===== src/rtl/fft_job_scheduler.sv =====
// Arbitrates forward/inverse requesters onto one FFT core: config beat, FFT_LEN samples, wait for output tlast.
// Latency: 1 cycle IDLE->CFG; LOAD is a combinational pass-through; DONE is one cycle after output tlast.
// Backpressure: cfg held until cfg_tready, granted ready mirrors data_tready; FFT_SCHED_FWD_PRIORITY_EN selects fixed priority.
module fft_job_scheduler #(
    parameter int FFT_LEN       = 1024,
    parameter int LEN_BITS      = 10,
    parameter int DATA_W        = 16,
    parameter int FRAME_CNT_W   = 6,
    parameter int FRAME_CNT_MAX = 44,
    parameter int TIMEOUT       = 4096
) (
    input  logic                     clk,
    input  logic                     rst,
    input  logic                     fwd_req,
    input  logic                     fwd_valid,
    input  logic [2*DATA_W-1:0]      fwd_data,
    output logic                     fwd_ready,
    input  logic                     inv_req,
    input  logic                     inv_valid,
    input  logic [2*DATA_W-1:0]      inv_data,
    output logic                     inv_ready,
    output logic                     xn_axi4s_cfg_tvalid,
    output logic                     xn_axi4s_cfg_tdata,
    input  logic                     xn_axi4s_cfg_tready,
    output logic                     xn_axi4s_data_tvalid,
    output logic [63:0]              xn_axi4s_data_tdata,
    output logic                     xn_axi4s_data_tlast,
    input  logic                     xn_axi4s_data_tready,
    input  logic                     xk_axi4s_data_tvalid,
    input  logic                     xk_axi4s_data_tlast,
    output logic                     grant_fwd,
    output logic                     grant_inv,
    output logic                     fwd_done,
    output logic                     inv_done,
    output logic [FRAME_CNT_W-1:0]   frame_cnt,
    output logic                     timeout_err,
    input  logic                     err_clr
);

    localparam int TMO_W = $clog2(TIMEOUT);
    localparam logic [LEN_BITS-1:0]    LAST_IDX   = LEN_BITS'(FFT_LEN - 1);
    localparam logic [TMO_W-1:0]       TMO_LAST   = TMO_W'(TIMEOUT - 1);
    localparam logic [FRAME_CNT_W-1:0] FRAME_LAST = FRAME_CNT_W'(FRAME_CNT_MAX);

    typedef enum logic [2:0] {IDLE, CFG, LOAD, WAIT_OUT, DONE} state_t;

    state_t              state, state_nxt;
    logic                sel_inv, sel_inv_nxt;
    logic                last_inv;
    logic                pick_inv;
    logic [LEN_BITS-1:0] sample_cnt;
    logic [TMO_W-1:0]    tmo_cnt;
    logic [2*DATA_W-1:0] src_data;
    logic                src_valid;
    logic                beat;
    logic                frame_end;
    logic                out_end;
    logic                tmo_hit;

`ifdef FFT_SCHED_FWD_PRIORITY_EN
    assign pick_inv = inv_req & ~fwd_req;
`else
    // On a tie, the inverse side wins only if forward was served last
    assign pick_inv = inv_req & (~fwd_req | ~last_inv);
`endif

    assign src_valid = sel_inv ? inv_valid : fwd_valid;
    assign src_data  = sel_inv ? inv_data  : fwd_data;
    assign beat      = (state == LOAD) && src_valid && xn_axi4s_data_tready;
    assign frame_end = beat && (sample_cnt == LAST_IDX);
    assign out_end   = xk_axi4s_data_tvalid && xk_axi4s_data_tlast;
    assign tmo_hit   = (state == WAIT_OUT) && !out_end && (tmo_cnt == TMO_LAST);

    always_ff @(posedge clk or posedge rst) begin
        if (rst) begin
            state   <= IDLE;
            sel_inv <= 1'b0;
        end else begin
            state   <= state_nxt;
            sel_inv <= sel_inv_nxt;
        end
    end

    always_comb begin
        state_nxt            = state;
        sel_inv_nxt          = sel_inv;
        xn_axi4s_cfg_tvalid  = 1'b0;
        xn_axi4s_cfg_tdata   = 1'b0;
        xn_axi4s_data_tvalid = 1'b0;
        xn_axi4s_data_tdata  = '0;
        xn_axi4s_data_tlast  = 1'b0;
        fwd_ready            = 1'b0;
        inv_ready            = 1'b0;
        fwd_done             = 1'b0;
        inv_done             = 1'b0;
        grant_fwd            = (state != IDLE) && !sel_inv;
        grant_inv            = (state != IDLE) && sel_inv;
        case (state)
            IDLE: begin
                if (fwd_req || inv_req) begin
                    state_nxt   = CFG;
                    sel_inv_nxt = pick_inv;
                end
            end
            CFG: begin
                xn_axi4s_cfg_tvalid = 1'b1;
                xn_axi4s_cfg_tdata  = !sel_inv;
                if (xn_axi4s_cfg_tready) state_nxt = LOAD;
            end
            LOAD: begin
                xn_axi4s_data_tvalid = src_valid;
                xn_axi4s_data_tdata  = {{(32-DATA_W){src_data[2*DATA_W-1]}}, src_data[2*DATA_W-1:DATA_W],
                                        {(32-DATA_W){src_data[DATA_W-1]}},   src_data[DATA_W-1:0]};
                xn_axi4s_data_tlast  = (sample_cnt == LAST_IDX);
                fwd_ready            = !sel_inv && xn_axi4s_data_tready;
                inv_ready            = sel_inv && xn_axi4s_data_tready;
                if (frame_end) state_nxt = WAIT_OUT;
            end
            WAIT_OUT: begin
                if (out_end)      state_nxt = DONE;
                else if (tmo_hit) state_nxt = IDLE;
            end
            DONE: begin
                fwd_done  = !sel_inv;
                inv_done  = sel_inv;
                state_nxt = IDLE;
            end
            default: state_nxt = IDLE;
        endcase
    end

    always_ff @(posedge clk or posedge rst) begin
        if (rst) begin
            sample_cnt  <= '0;
            tmo_cnt     <= '0;
            last_inv    <= 1'b1;
            frame_cnt   <= '0;
            timeout_err <= 1'b0;
        end else begin
            if (beat) sample_cnt <= frame_end ? '0 : sample_cnt + 1'b1;
            tmo_cnt <= (state == WAIT_OUT) ? tmo_cnt + 1'b1 : '0;
            // A timed-out job still counts as served for fairness
            if (state == DONE || tmo_hit) last_inv <= sel_inv;
            if (state == DONE && !sel_inv)
                frame_cnt <= (frame_cnt == FRAME_LAST) ? '0 : frame_cnt + 1'b1;
            if (tmo_hit)      timeout_err <= 1'b1;
            else if (err_clr) timeout_err <= 1'b0;
        end
    end

endmodule


===== config.mk =====
export PLATFORM = sky130hd
export DESIGN_NAME = fft_job_scheduler
export DESIGN_NICKNAME = d
export VERILOG_FILES = /design/src/rtl/fft_job_scheduler.sv
export SDC_FILE = /design/constraint.sdc
export NUM_CORES = 1
export LEC_CHECK = 0
export ABC_AREA = 1
export BUFFER_PORTS_ARGS = -buffer_cell sky130_fd_sc_hd__buf_2
export CORE_MARGIN = 4
export CORE_UTILIZATION = 48
export CTS_BUF_LIST = sky130_fd_sc_hd__clkbuf_4
export CTS_CLUSTER_SIZE = 16
export DETAILED_ROUTE_END_ITERATION = 10
export PLACE_DENSITY = 0.95
export REMOVE_ABC_BUFFERS = 1
export SLEW_MARGIN = 10
export SYNTH_ARGS = -nofsm -noshare
export SYNTH_HDL_FRONTEND = slang
export SYNTH_SLANG_ARGS = --single-unit

===== constraint.sdc =====
create_clock -name clk -period 3.6 [get_ports clk]
set_clock_uncertainty 0.2 [all_clocks]
set_input_delay 0.18 -clock clk [delete_from_list [all_inputs] [get_ports clk]]
set_output_delay 0.18 -clock clk [all_outputs]
set_load 0.005 [all_outputs]

# Word level (Yosys, flattened, before mapping)
# Index checks and enable logic that the tools add are counted.
# Widths: inputs -> output; s select.
dict set report totals {
  ff_bits 34
}
dict set report op_classes {
  add_sub_neg 3
  eq_ne 11
  mux 22
  n_bitwise 4
  reduce_logical 20
}
# op count
set op_table {}
lappend op_table {{$mux 64} 1}
lappend op_table {{$mux 32} 1}
lappend op_table {{$mux 3} 5}
lappend op_table {{$add 12x1->12 const B} 1}
lappend op_table {{$eq 12x12->1 const B} 1}
lappend op_table {{$mux 12} 1}
lappend op_table {{$pmux 3 s4} 1}
lappend op_table {{$logic_and 1x1->1} 11}
lappend op_table {{$mux 1} 11}
lappend op_table {{$add 10x1->10 const B} 1}
lappend op_table {{$eq 10x10->1 const B} 1}
lappend op_table {{$mux 10} 1}
lappend op_table {{$add 6x1->6 const B} 1}
lappend op_table {{$eq 3x2->1 const B} 2}
lappend op_table {{$eq 6x6->1 const B} 1}
lappend op_table {{$mux 6} 1}
lappend op_table {{$ne 2x2->1 const B} 3}
lappend op_table {{$reduce_and 4->1} 1}
lappend op_table {{$eq 3x1->1 const B} 1}
lappend op_table {{$eq 3x3->1 const B} 1}
lappend op_table {{$logic_not 3->1} 1}
lappend op_table {{$ne 3x3->1 const B} 1}
lappend op_table {{$reduce_bool 3->1} 1}
lappend op_table {{$logic_not 1->1} 2}
lappend op_table {{other kinds (6)} 8}

# Logic depth before layout (Yosys ltp)
dict set report depth {
  depth_word 7
  mapped_depth 9
  ltp_nobuf 9
}

# Least setup slack after synthesis
# No wires, ideal clock.
dict set report synth_timing {
  path_kind {register to output}
  startpoint {register state[2]}
  endpoint {output xn_axi4s_data_tdata[16]}
  arrival_time_ns 1.927
  required_time_ns 3.220
  setup_slack_ns 1.293
  path_stages_with_launch 6
  path_buffers 2
  path_cell_list {dfrtp_1 -> nor2_1 -> nand2_2 -> buf_2 -> a21oi_1 -> buf_4}
}
dict set report synth_between {
  elab_chain_cells 2
}
# item line
set synth_rtl {}
lappend synth_rtl {{start, declared} 47} ;# state_t state, state_nxt;
lappend synth_rtl {{start signal, assigned} 79} ;# state <= state_nxt;
lappend synth_rtl {{$eq 3x2->1} 98} ;# case (state)
lappend synth_rtl {{$mux 64} 98}
lappend synth_rtl {{end, declared} 26} ;# output logic [63:0] xn_axi4s_data_tdata,
# No other way between the ends.

# Worst setup path in the final report
dict set report layout_timing {
  startpoint {register state[2]}
  endpoint {output xn_axi4s_data_tdata[27]}
}
# The elaborated chain is that of the path after synthesis.

==> out/qor.csv <==
metric;value;unit
path_buf_inv;1;
rsz0062_at_grt;false;
viasPerCell;5.00;
synthArstFlopShare;100;%
cts_tree;done;
crit_family;compound AO/OA/AOI/OAI gates;
dieHeight;80.4;um
period_share;75.9;%
layout-drive-gt1-share;35.2;%
grt_pass1_wl;11.7;mm
core_area;5110;um2
rr_endpoint;sample_cnt[2];
endpoint;xn_axi4s_data_tdata[27];
slew_violations;0;
dp_hpwl;6.33;mm
yosysUniqueCellTypes;29;
p_total;0.00173;W
r2r_slack;1390;ps
grtUsageTotal;23.3;%
cell_internal_pwr;0.000913;W
die-area;6460;um2
hold_class;input pin to flop;
max_freq;366;MHz
p_comb_share;56.9;%
grt_antenna_before_repair;0;
worst_path_max_delay_cell;a21oi_1;
cp.depth;4;
cts_buffer_depth;2;
synth_seq_area_share;33.9;%
max_slew_margin;33.9;%
n_antenna_cell;0;
clock-sinks;34;
crit_arrival;2350;ps
drc_errors;0;
setup_viol;0;
cts_resized;0;
post-route-util;63.5;%
route.vias.total;2906;
drtIter0Drc;114;
cts_made_buffers;5;
startpoint_type;flop;
num_rows;26;
clk_pin_slew;90;ps
worst_setup_path_end_kind;output pin;
outcome;finished clean;
syn_avg_cell_area;6.62;um2
ant_nets;0;
grt_max_degree;35;
p_seq_share;30.8;%
routed_wl;7.88;mm
final_common_cell;buf_2;
fin_nets;589;
worst_pin_slew;992;ps
cts_htree_levels;2;
start_util;49.2;%
required;3220;ps
synth_area;2510;um2
n_fill_cell;460;
gp_routability_congestion;0.925;
critPathKind;flop to output pin;
grt_pass1_vias;2531;
hold_buffers;6;
yosysTopAreaCell;dfrtp_1;
drt-pass1-iter-count;7;
reg2reg_depth;8;
wl_per_cell;13.6;um
r2r-start;sel_inv;
min_period;2730;ps
gr-total-overflow;0;
net-switching-power;0.000814;W
switching_share;47.1;%
setup_tns;0;ps
cts_setup_buffers;0;
final_hold_viol_count;0;
p_clk_share;12.3;%
slowest_delay;810;ps
ioPinCount;156;
most-common-layout-cells;155 x buf_2, 126 x nand2_1, 41 x nor2_1, 41 x a21oi_1, 33 x dfrtp_1;
synth_ff_type;dfrtp_1;
p_leak;1.88;nW
crit_start;state[2];
synth-seq-cells;34;
clockRootBuffer;clkbuf_4;
crit_path_max_fanout;17;
ir_drop;209;uV
hold_slack;37.2;ps
power_density;533;nW/um2
synth-edff-count;0;
clock_latency;340;ps
cp_cell_sequence;nor2_1 -> nand2_2 -> a21oi_1 -> buf_2;
ys_warn_count;0;
max_cap_viol_count;0;
synthDominantCellAreaShare;32.8;%
syn2layout_area_growth;28.9;%
synthTopCellsByArea;dfrtp_1 33%, nand2_1 19%, buf_4 9.6%, a21oi_1 8.2%, nor2_1 6.1%;
synthCells;380;
io_buffers;155;
fp.dieW;80.4;um
[tightest hold or removal path, cell delays in order]
cell,delay [ps]
buf_2,110
inv_1,40
nand4_1,80
nand2_1,90
a31oi_1,40
[per-stage QoR]
| step | cells | setup slack, ps | area [um2] |
|---|---|---|---|
| after floorplan | 338 | 716 | 2230 |
| after global placement | 567 | 1390 | 3130 |
| after detailed placement | 567 | 1250 | 3130 |
| after CTS | 581 | 845 | 3240 |
| after global routing | 581 | 607 | 3240 |
| final | 581 | 868 | 3240 |
[power by group through the flow]
stage	clock network, W	logic [W]	registers (W)
after CTS	0.000220	0.000985	0.000531
after global placement	0	0.000950	0.000531
final	0.000212	0.000983	0.000533
after floorplan	0	0.000504	0.000544
after global routing	0.000237	0.00110	0.000547
after detailed placement	0	0.000972	0.000538
[worst min path at each step]
| stage | start | cells past startpoint | end | slack [ps] |
|---|---|---|---|---|
| 2_1_floorplan | err_clr | 1 | timeout_err | 80 |
| 3_3_place_gp | rst | 3 | tmo_cnt[0] | 90 |
| 3_5_place_dp | rst | 3 | tmo_cnt[2] | 90 |
| 4_1_cts | xn_axi4s_cfg_tready | 5 | state[1] | 20 |
| 5_1_grt | xn_axi4s_cfg_tready | 5 | state[1] | 60 |
| 6_report | xn_axi4s_cfg_tready | 5 | state[1] | 40 |
[state kept, by name (all words and copies together) (netlist names)]
name	flops
frame_cnt	6
sel_inv	1
tmo_cnt	12
last_inv	1
state	3
timeout_err	1
sample_cnt	10
[per-layer routing]
metal  global-route usage (%)  part of all wire, %  vias up
met2                     42.1                   51      126
met3                     6.50                  9.5       11
met4                     5.91                  1.1        0
met5                        0                    0        -
li1                         -                    -     1444
met1                     27.0                   38     1325
[cell usage after synthesis, types with 2 or more instances]
library cell  count
buf_4            32
buf_1             2
dfrtp_1          33
inv_1            26
nand3_1          17
a31oi_1           2
nor2_1           41
o21ai_0           9
clkbuf_1          4
nor3_1            7
buf_2             4
xor2_1            6
ha_1              4
inv_2             5
nand4_1           7
a21oi_1          41
nor2_2            3
nand2_1         126
[logic make-up (layout without fill, tap and decap cells)]
family	count (synthesis)	count (layout)	synth area share, %
AO/OA/AOI/OAI	55	55	11.2
XOR/XNOR	7	7	2.44
adder cells (fa/ha/maj)	4	4	1.99
buffers and inverters	73	204	15.9
flip-flops	34	34	33.9
AND/OR/NAND/NOR	207	207	34.6
[area by class of cell]
cell class | count | area [um2] | share of cell area (%)
Timing Repair Buffer | 165 | 866 | 26.7
Sequential cell | 34 | 852 | 26.3
Multi-Input combinational cell | 273 | 1260 | 39.0
Clock inverter | 1 | 3.75 | 0.116
Tap cell | 70 | 87.6 | 2.70
Inverter | 31 | 116 | 3.59
Clock buffer | 7 | 52.6 | 1.62
Power figures use the tool's default switching activity.
